[src/rtl/ps2_host_tx.sv]
// Host-to-device PS/2 command transmitter driving open-drain pull-low enables.
// Optional watchdog on the device handshake is enabled with `define PS2_TX_TIMEOUT_EN.
module ps2_host_tx #(
    parameter int INHIBIT_CYCLES = 5000,
    parameter int TIMEOUT_CYCLES = 1000000
) (
    input  logic       clk,
    input  logic       reset,
    input  logic       PS2C,
    input  logic       PS2D,
    input  logic [7:0] tx_data,
    input  logic       tx_start,
    output logic       ps2c_oe,
    output logic       ps2d_oe,
    output logic       busy,
    output logic       done,
    output logic       err
);

    localparam int CNT_MAX = (INHIBIT_CYCLES > TIMEOUT_CYCLES) ? INHIBIT_CYCLES : TIMEOUT_CYCLES;
    localparam int CNT_W   = $clog2(CNT_MAX + 1);
    localparam logic [CNT_W-1:0] INH_LAST = CNT_W'(INHIBIT_CYCLES - 1);
`ifdef PS2_TX_TIMEOUT_EN
    localparam logic [CNT_W-1:0] TMO_LAST = CNT_W'(TIMEOUT_CYCLES - 1);
`endif

    typedef enum logic [2:0] {
        S_IDLE      = 3'd0,
        S_INHIBIT   = 3'd1,
        S_START     = 3'd2,
        S_REQ       = 3'd3,
        S_WAIT_IDLE = 3'd4,
        S_DONE      = 3'd5,
        S_ERR       = 3'd6
    } state_t;

    function automatic logic odd_parity(input logic [7:0] b);
        return ~^b;
    endfunction

    state_t           state_q, state_d;
    logic [CNT_W-1:0] cnt_q, cnt_d;
    logic [3:0]       n_q, n_d;
    logic [7:0]       data_q, data_d;
    logic             par_q, par_d;
    logic [1:0]       c_sync_q, d_sync_q;
    logic             c_prev_q;
    logic             ps2c_oe_q, ps2c_oe_d;
    logic             ps2d_oe_q, ps2d_oe_d;
    logic             busy_q, busy_d;
    logic             done_q, done_d;
    logic             err_q, err_d;
    logic             shift_oe_s;
    logic             c_s, d_s, fall_s;

    assign c_s    = c_sync_q[1];
    assign d_s    = d_sync_q[1];
    assign fall_s = c_prev_q & ~c_s;

    // Pin synchronizers; reset to the idle-high level so no false fall appears.
    always_ff @(posedge clk or posedge reset) begin
        if (reset) begin
            c_sync_q <= 2'b11;
            d_sync_q <= 2'b11;
            c_prev_q <= 1'b1;
        end else begin
            c_sync_q <= {c_sync_q[0], PS2C};
            d_sync_q <= {d_sync_q[0], PS2D};
            c_prev_q <= c_sync_q[1];
        end
    end

    // State, counters and registered outputs.
    always_ff @(posedge clk or posedge reset) begin
        if (reset) begin
            state_q   <= S_IDLE;
            cnt_q     <= '0;
            n_q       <= 4'd0;
            data_q    <= 8'h00;
            par_q     <= 1'b0;
            ps2c_oe_q <= 1'b0;
            ps2d_oe_q <= 1'b0;
            busy_q    <= 1'b0;
            done_q    <= 1'b0;
            err_q     <= 1'b0;
        end else begin
            state_q   <= state_d;
            cnt_q     <= cnt_d;
            n_q       <= n_d;
            data_q    <= data_d;
            par_q     <= par_d;
            ps2c_oe_q <= ps2c_oe_d;
            ps2d_oe_q <= ps2d_oe_d;
            busy_q    <= busy_d;
            done_q    <= done_d;
            err_q     <= err_d;
        end
    end

    // Next-state logic; the data enable holds the start bit until the first fall.
    always_comb begin
        state_d    = state_q;
        cnt_d      = cnt_q;
        n_d        = n_q;
        data_d     = data_q;
        par_d      = par_q;
        shift_oe_s = ps2d_oe_q;
        case (state_q)
            S_IDLE: begin
                if (tx_start) begin
                    state_d = S_INHIBIT;
                    data_d  = tx_data;
                    par_d   = odd_parity(tx_data);
                    cnt_d   = '0;
                    n_d     = 4'd0;
                end else begin
                    cnt_d = '0;
                end
            end
            S_INHIBIT: begin
                if (cnt_q == INH_LAST) begin
                    state_d = S_START;
                    cnt_d   = '0;
                end else begin
                    cnt_d = cnt_q + CNT_W'(1);
                end
            end
            S_START: begin
                state_d = S_REQ;
                cnt_d   = '0;
            end
            S_REQ: begin
                if (fall_s) begin
                    if (n_q == 4'd10) begin
                        n_d     = 4'd11;
                        state_d = d_s ? S_ERR : S_WAIT_IDLE;
                    end else begin
                        n_d = n_q + 4'd1;
                        case (n_q)
                            4'd0, 4'd1, 4'd2, 4'd3,
                            4'd4, 4'd5, 4'd6, 4'd7: shift_oe_s = ~data_q[n_q[2:0]];
                            4'd8:                   shift_oe_s = ~par_q;
                            default:                shift_oe_s = 1'b0;
                        endcase
                    end
                end else begin
                    n_d = n_q;
                end
`ifdef PS2_TX_TIMEOUT_EN
                if (cnt_q == TMO_LAST) begin
                    state_d = S_ERR;
                end else begin
                    cnt_d = cnt_q + CNT_W'(1);
                end
`endif
            end
            S_WAIT_IDLE: begin
                if (c_s && d_s) begin
                    state_d = S_DONE;
                end else begin
                    state_d = S_WAIT_IDLE;
                end
`ifdef PS2_TX_TIMEOUT_EN
                if (cnt_q == TMO_LAST) begin
                    state_d = S_ERR;
                end else begin
                    cnt_d = cnt_q + CNT_W'(1);
                end
`endif
            end
            S_DONE, S_ERR: begin
                state_d = S_IDLE;
                cnt_d   = '0;
                n_d     = 4'd0;
            end
            default: begin
                state_d = S_IDLE;
                cnt_d   = '0;
                n_d     = 4'd0;
            end
        endcase
    end

    // Output decode from the next state so every output is a flop.
    always_comb begin
        ps2c_oe_d = 1'b0;
        ps2d_oe_d = 1'b0;
        busy_d    = (state_d != S_IDLE);
        done_d    = 1'b0;
        err_d     = 1'b0;
        case (state_d)
            S_INHIBIT: ps2c_oe_d = 1'b1;
            S_START: begin
                ps2c_oe_d = 1'b1;
                ps2d_oe_d = 1'b1;
            end
            S_REQ:   ps2d_oe_d = shift_oe_s;
            S_DONE:  done_d = 1'b1;
            S_ERR:   err_d = 1'b1;
            default: ps2d_oe_d = 1'b0;
        endcase
    end

    assign ps2c_oe = ps2c_oe_q;
    assign ps2d_oe = ps2d_oe_q;
    assign busy    = busy_q;
    assign done    = done_q;
    assign err     = err_q;

endmodule

[config.mk]
export PLATFORM = sky130hd
export DESIGN_NAME = ps2_host_tx
export DESIGN_NICKNAME = d
export VERILOG_FILES = /design/src/rtl/ps2_host_tx.sv
export SDC_FILE = /design/constraint.sdc
export NUM_CORES = 1
export LEC_CHECK = 0
export BUFFER_PORTS_ARGS = -buffer_cell sky130_fd_sc_hd__buf_2
export CAP_MARGIN = 20
export CORE_MARGIN = 1
export CORE_UTILIZATION = 55
export DETAILED_ROUTE_END_ITERATION = 7
export PLACE_DENSITY = 0.74
export SLEW_MARGIN = 30
export SYNTH_ARGS = -nofsm -noshare
export SYNTH_HDL_FRONTEND = slang
export SYNTH_SLANG_ARGS = --single-unit
[constraint.sdc]
create_clock -name clk -period 2.3 [get_ports clk]
set_input_delay 0.23 -clock clk [delete_from_list [all_inputs] [get_ports clk]]
set_output_delay 0.23 -clock clk [all_outputs]
set_load 0.005 [all_outputs]
# == After elaboration in Yosys (flattened, before gate mapping) ==
# Cells that the tools add are included.
# W data, S select, Z words.
# word_totals
wordCells,80
output_inout_bits,5
register_bits,46
# classes
addsub,2
n_eq_ne,24
magnitude_cmp,1
n_mux,23
n_bitwise,5
n_reduce_logical,12
# ops
op,count
$pmux W20 S2,1
$add A20 B1 Y20 const B,1
$eq A20 B13 Y1 const B,1
$mux W20,1
$eq A4 B3 Y1 const B,4
$pmux W3 S5,1
$eq A3 B2 Y1 const B,4
$mux W3,4
$mux W4,3
$pmux W4 S3,1
$eq A3 B3 Y1 const B,3
$eq A4 B2 Y1 const B,2
$eq A4 B4 Y1 const B,2
$mux W1,8
$ne A2 B2 Y1 const B,4
$reduce_or A8 Y1,1
$reduce_xnor A8 Y1,1
$eq A3 B1 Y1 const B,2
$reduce_and A3 Y1,2
$add A4 B1 Y4 const B,1
$eq A4 B1 Y1 const B,1
$logic_not A4 Y1,1
$lt A3 B4 Y1 const B,1
$not A1 Y1,4
11 further kinds,13

# == Longest topological paths before layout ==
# Gate-level depths: netlist of the first run.
# logic_depth
word_depth,8
mapped_depth,9
ltp_nobuf,8

# == Worst setup path before layout of the first run ==
# Ideal clock, no wire load.
# synth_path
path_type,flip-flop to flip-flop
start,register cnt_q[0]
end,register cnt_q[11]
arrival_time_ps,1815
synth_period_minus_slack_ps,1883
n_path_buf,0
path_slack_ps,417
required_ps,2231
path_stages_with_launch,7
path_cell_list,dfrtp_1 -> ha_1 -> nor4b_1 -> and4_1 -> a21o_4 -> or4_1 -> nand3_1
# synth_via
elab_chain_len,3
# synth_rtl
item,line_no,source
start: declaration,42,"logic [CNT_W-1:0] cnt_q, cnt_d;"
start signal: assignment,88,cnt_q <= cnt_d;
$add A20 B1 Y20 or $eq A20 B13 Y1 (tied branches),"125, 121",
$mux W20 (*),121,if (cnt_q == INH_LAST) begin
$pmux W20 S2 (*),108,case (state_q)
# Mark *: on every way between the ends. The rest lies on a longest branch, timed or not.
# A chain may end at the register's enable or synchronous reset.

# == Final worst setup path of the first run ==
# Ends and elaborated chain as after synthesis.

==> reports/metrics.csv, run 1 <==
metric,value,unit
status,"complete, no violations",
Total GRT Usage,23.6,%
Setup Buffers After CTS,0,
DRT iter0 DRCs,174,
YS warnings,0,
Startpoint Class,flip-flop,
cell area after synthesis,2410,µm²
Setup Slack @ Placement,302,ps
Final Power,1.63,mW
clk buf depth,2,
CP endpoint kind,flip-flop,
gpl congestion,0.834,
relative slew slack,48.6,%
grt met2 use,33.3,%
Die H,68.1,µm
final hold vios,0,
Root Driver,clkbuf_8,
"Setup violations, final",0,
later-pin clock latency in the skew report,310,ps
Max Transition Viols Final,0,
"Slowest-stage cell, CP",or4_1,
CP Class,reg2reg,
Area Growth Syn to Fin,12.6,%
Clock power frac,43.9,%
worst reg2reg path depth,6,
RSZ-0062 raised after global routing,false,
net load switching power,335,µW
DP Cell Count,321,
slack of the critical path,252,ps
Routed WL per cell,14.2,µm
CP arrival,2290,ps
CTS tree,built,
via/cell ratio,5.85,
Worst-Margin Slew,768,ps
total gr overflow,0,
total internal power,1.30,mW
"antenna viol nets, final",0,
largest net degree at the start of global routing,24,
Layout Nets,297,
final setup skew,9.69,ps
max_cap viols,0,
Avg Synthesized Cell Area,9.40,µm²
Comb power frac,4.6,%
pwr/cell area,603,nW/µm²
Max stage delay on crit path,510,ps
M1 GR Usage,34.1,%
synthesized net count,273,
synthesized flop and latch total,46,
global-route wire length before repair,8020,µm
core area,4090,µm²
crit-path max FO,9,
net switching fraction of the power,20.5,%
initial cell density of the core,58.9,%
Worst-path clk slew,90,ps
post-synthesis sequential area ratio,48.1,%
Synth cell types,50,
Synth Flop Type,dfrtp_1,
# DRC,0,
Clock Sinks,46,
GRT busiest layer,met1,
highest clock rate,488,MHz
type of the most critical hold path,in2reg,
filler cell count,323,
DR vias,1935,
Buffers on Ports,17,
share of cells above drive strength 1,19.2,%
crit path time final,2050,ps
WHS Path Cells,1,
fin cells,331,
CTS buffer count,5,
H-Tree Depth,2,
Leak,1.24,nW
Sequential Power Share,51.4,%
die footprint,4640,µm²
Cell Rows,23,
die span in x,68.1,µm
Tcrit/Tclk final,89.0,%
Post-Synthesis Cells,256,
CP cell instances,ha_1 -> nor4b_1 -> and4_1 -> a21o_4 -> or4_1 -> nand3_1,
met3 GRT Util,6.00,%
vias in the first global route,1726,
io pins,18,
Post-synth EDFFs,0,
dpl hpwl,3370,µm
DRT Pass-1 Iters,5,
initial antenna violation count,0,
routed wire length,4710,µm
ant diodes,0,
Setup TNS,0,ps
maximum vdd drop,379,µV
ys async rst share,100,%
"Req. time, crit path",2540,ps
==> cell families after synthesis <==
family,count (synthesis),synth area share (%)
AOI/OAI and AO/OA,57,15.0
muxes,7,3.02
xor gates and xnor gates,8,2.91
and+or+nand+nor,110,24.4
adders and majority gates,4,2.08
buffers and inverters,24,4.47
DFF,46,48.1
==> per-stage QoR <==
stage	instance area (µm²)	utilization [%]	hold WS (ps)
after detailed placement	2550	62.4	261
after CTS	2700	66.0	12.3
after floorplan	2410	-	234
final	2710	66.3	15.1
after global placement	2550	62.4	259
after global routing	2710	66.3	6.54
==> synthesized netlist by cell type, types with 2 or more instances <==
master / instances / area [µm²]
or3_1: 2 / 12.5
or3_2: 3 / 22.5
nor2_1: 9 / 33.8
nand4_1: 5 / 31.3
nor4_1: 2 / 12.5
a22o_1: 2 / 17.5
inv_1: 16 / 60.1
nor4b_1: 3 / 26.3
nor3b_1: 3 / 22.5
nand3_1: 16 / 80.1
xnor2_1: 7 / 61.3
dfstp_2: 5 / 131
o21ai_0: 15 / 75.1
and4_1: 2 / 17.5
a41oi_1: 3 / 26.3
o211ai_1: 2 / 15.0
clkbuf_1: 3 / 11.3
mux2i_1: 5 / 50.1
ha_1: 4 / 50.1
a31oi_1: 10 / 62.6
nor3_1: 4 / 20.0
nand2_1: 46 / 173
o22ai_1: 2 / 12.5
nor4_2: 2 / 25.0
dfrtp_1: 41 / 1030
a21oi_1: 15 / 75.1
mux2_2: 2 / 22.5
a311oi_1: 2 / 17.5
nand2b_1: 3 / 18.8
buf_4: 2 / 15.0
==> timing repair <==
item                      4_1_cts  5_1_grt
hold endpoints to repair       16        1
gates resized for setup         0        0
hold buffers                    1        1
==> metal layers <==
| layer | share of wire [%] | vias up |
|---|---|---|
| met5 | 0 | - |
| met4 | 1.3 | 0 |
| met3 | 5.3 | 6 |
| met2 | 42 | 59 |
| met1 | 51 | 906 |
| li1 | - | 964 |
==> sequential cells by signal, indices dropped and copies added, names as in the netlist <==
signal    count
cnt_q        20
data_q        8
n_q           4
state_q       3
c_sync_q      2
d_sync_q      2
busy          1
c_prev_q      1
done          1
err           1
par_q         1
ps2c_oe       1
ps2d_oe       1
==> final timing paths <==
kind | endpoint | from | slack (ps)
worst min-delay path | c_sync_q[0]$_DFF_PP1_ | PS2C | 20
worst min register to register | d_sync_q[1]$_DFF_PP1_ | d_sync_q[0]$_DFF_PP1_ | 360
worst max register to register | cnt_q[11]$_DFFE_PP0N_ | cnt_q[0]$_DFFE_PP0N_ | 250
worst max-delay path | cnt_q[11]$_DFFE_PP0N_ | cnt_q[0]$_DFFE_PP0N_ | 250
min in group asynchronous | cnt_q[9]$_DFFE_PP0N_ | reset | 460
max in group asynchronous | ps2c_oe$_DFF_PP0_ | reset | 1280
==> critical path, delay by kind of cell (launching register included) <==
family	cells	cell delay, ps
AND/OR/NAND/NOR	4	1020
flip-flops	1	420
adder cells (fa/ha/maj)	1	270
AO/OA/AOI/OAI	1	270
==> area by class of cell <==
cell class | count | area, µm² | area share (%)
Multi-Input combinational cell | 186 | 1140 | 42.1
Timing Repair Buffer | 25 | 150 | 5.54
Clock inverter | 3 | 68.8 | 2.54
Tap cell | 50 | 62.6 | 2.31
Inverter | 16 | 60.1 | 2.22
Sequential cell | 46 | 1160 | 42.7
Clock buffer | 5 | 68.8 | 2.54
==> layout by cell type (no fill, tap or decap), types with 4 or more instances in the layout <==
| cell type | n |
|---|---|
| mux2i_1 | 5 |
| nand4_1 | 5 |
| o21ai_0 | 15 |
| nand2_1 | 46 |
| xnor2_1 | 7 |
| inv_1 | 15 |
| nor3_1 | 4 |
| a31oi_1 | 10 |
| nor2_1 | 9 |
| ha_1 | 4 |
| clkbuf_8 | 5 |
| buf_2 | 17 |
| a21oi_1 | 15 |
| dfstp_2 | 5 |
| nand3_1 | 16 |
| buf_4 | 6 |
| dfrtp_1 | 41 |
==> power groups by stage <==
stage	sequential (mW)	combinational [mW]	clock, mW
final	0.841	0.0758	0.718
after global routing	0.843	0.0868	0.766
after CTS	0.840	0.0758	0.729
after detailed placement	0.856	0.0744	0
after global placement	0.855	0.0735	0
after floorplan	0.852	0.0493	0
Note: power is estimated with default switching activity, not from simulation.
==> run 2: changes to the inputs <==
--- a/config.mk
+++ b/config.mk
@@ -5,8 +5,8 @@
 export SDC_FILE = /design/constraint.sdc
 export NUM_CORES = 1
 export LEC_CHECK = 0
-export BUFFER_PORTS_ARGS = -buffer_cell sky130_fd_sc_hd__buf_2
-export CAP_MARGIN = 20
+export BUFFER_PORTS_ARGS = -buffer_cell sky130_fd_sc_hd__buf_4
+export CAP_MARGIN = 5
 export CORE_MARGIN = 1
 export CORE_UTILIZATION = 55
 export DETAILED_ROUTE_END_ITERATION = 7
==> reports/metrics.csv, run 2 (same netlist as run 1, synthesis figures left out) <==
metric,value,unit,change
dpl hpwl,3550,µm,was 3370 µm
Startpoint Class,flip-flop,,unchanged
gpl congestion,0.875,,was 0.834
Setup Buffers After CTS,0,,unchanged
"Req. time, crit path",2540,ps,about the same
pwr/cell area,560,nW/µm²,was 603 nW/µm²
vias in the first global route,1804,,was 1726
final setup skew,10.3,ps,was 9.69 ps
number of flip-flops in the largest register,20,,unchanged
routed wire length,4840,µm,was 4710 µm
share of cells above drive strength 1,19.3,%,was 19.2%
Tcrit/Tclk final,88.2,%,was 89.0%
DRT Pass-1 Iters,4,,was 5
CP Class,reg2reg,,unchanged
crit path time final,2030,ps,was 2050 ps
Cell Rows,23,,unchanged
filler cell count,333,,was 323
later-pin clock latency in the skew report,300,ps,was 310 ps
biggest regs,"cnt_q x20, data_q x8, n_q x4",,unchanged
Clock Sinks,46,,unchanged
total gr overflow,0,,unchanged
core area,4090,µm²,unchanged
"Setup violations, final",0,,unchanged
max_cap viols,0,,unchanged
Setup Slack @ Placement,299,ps,was 302 ps
Layout Nets,296,,was 297
register area,1160,µm²,unchanged
status,"complete, no violations",,unchanged
Buffers on Ports,17,,unchanged
final hold vios,0,,unchanged
Worst-path clk slew,90,ps,about the same
initial antenna violation count,0,,unchanged
"commonest non-fill, non-tap cell in the layout",nand2_1,,unchanged
Min Hold Slack,27.9,ps,was 15.1 ps
DRT iter0 DRCs,193,,was 174
crit-path max FO,9,,unchanged
H-Tree Depth,2,,unchanged
ant diodes,0,,unchanged
largest net degree at the start of global routing,19,,was 24
fin cells,330,,was 331
Root Driver,clkbuf_8,,unchanged
CP endpoint kind,flip-flop,,unchanged
Leak,1.24,nW,about the same
maximum vdd drop,486,µV,was 379 µV
initial cell density of the core,58.9,%,unchanged
die span in x,68.1,µm,unchanged
via/cell ratio,5.89,,was 5.85
footprint of the multi-input gates,1140,µm²,unchanged
global-route wire length before repair,8430,µm,was 8020 µm
Die H,68.1,µm,unchanged
Routed WL per cell,14.7,µm,was 14.2 µm
CP arrival,2270,ps,was 2290 ps
Total GRT Usage,25.1,%,was 23.6%
"commonest cells after routing, fill and taps aside","46 x nand2_1, 41 x dfrtp_1, 23 x buf_4, 16 x nand3_1",,"was 46 x nand2_1, 41 x dfrtp_1, 17 x buf_2, 16 x nand3_1"
DR vias,1944,,was 1935
# DRC,0,,unchanged
slack of the critical path,272,ps,was 252 ps
highest clock rate,493,MHz,was 488 MHz
DP Cell Count,321,,unchanged
die footprint,4640,µm²,unchanged
Setup TNS,0,ps,unchanged
Max Transition Viols Final,0,,unchanged
RSZ-0062 raised after global routing,false,,unchanged
relative slew slack,48.1,%,was 48.6%
type of the most critical hold path,in2reg,,unchanged
CTS tree,built,,unchanged
"antenna viol nets, final",0,,unchanged
io pins,18,,unchanged
Reg with most FFs,cnt_q,,unchanged
Worst-Margin Slew,776,ps,was 768 ps
CTS buffer count,5,,unchanged
Area Growth Syn to Fin,12.9,%,was 12.6%
clk buf depth,2,,unchanged
==> run 2: per-stage QoR <==
stage / total power, mW / util, % / instance area, µm²
finish: 1.52 / 66.5 / 2720
global route: 1.59 / 66.5 / 2720
CTS: 1.53 / 66.5 / 2720
detailed placement: 0.937 / 63.5 / 2590
global placement: 0.935 / 63.5 / 2590
floorplan: 0.902 / - / 2410
==> run 2: layout make-up <==
type	count	area share [%]
inverters	16	2.21
flip-flops and latches	46	42.6
clock inverters	3	1.61
well taps	50	2.30
clock buffers	5	2.53
multi-input cells	186	42.0
repair buffers	24	6.72
==> run 2: worst max-delay path, cell delays in order (launching register included) <==
cell and delay [ps]:
dfrtp_1 420, ha_1 270, nor4b_1 160, and4_1 250
a21o_4 260, or4_1 510, nand3_1 100
==> run 2: metal layers <==
layer | GRT usage, % | up-vias | part of all wire (%)
li1 | - | 967 | -
met3 | 6.00 | 4 | 5.0
met1 | 37.1 | 919 | 52
met5 | 0 | - | 0
met4 | 7.81 | 0 | 0.70
met2 | 35.8 | 54 | 43
==> run 2: path summary, 6_finish.rpt <==
check                                 startpoint               endpoint  slack (ps)  depth (start not counted)
max in group asynchronous                  reset  d_sync_q[1]$_DFF_PP1_        1290                          4
min reg2reg                c_sync_q[0]$_DFF_PP1_  c_sync_q[1]$_DFF_PP1_         360                          0
max                         cnt_q[0]$_DFFE_PP0N_  cnt_q[11]$_DFFE_PP0N_         270                          6
min in group asynchronous                  reset   cnt_q[6]$_DFFE_PP0N_         420                          3
min                                         PS2D  d_sync_q[0]$_DFF_PP1_          30                          1
max reg2reg                 cnt_q[0]$_DFFE_PP0N_  cnt_q[11]$_DFFE_PP0N_         270                          6
==> run 2: repair_timing <==
item / in CTS / in global routing
endpoints found under the hold margin: 12 / 0
resized for setup: 0 / 0
hold buffers: 1 / 0
==> run 2: where the power goes <==
part / leakage (nW) / internal, mW / switching, mW
Sequential: 0.574 / 0.829 / 0.0114
Combinational: 0.606 / 0.0398 / 0.0406
Clock: 0.0585 / 0.326 / 0.275
Total: 1.24 / 1.19 / 0.327
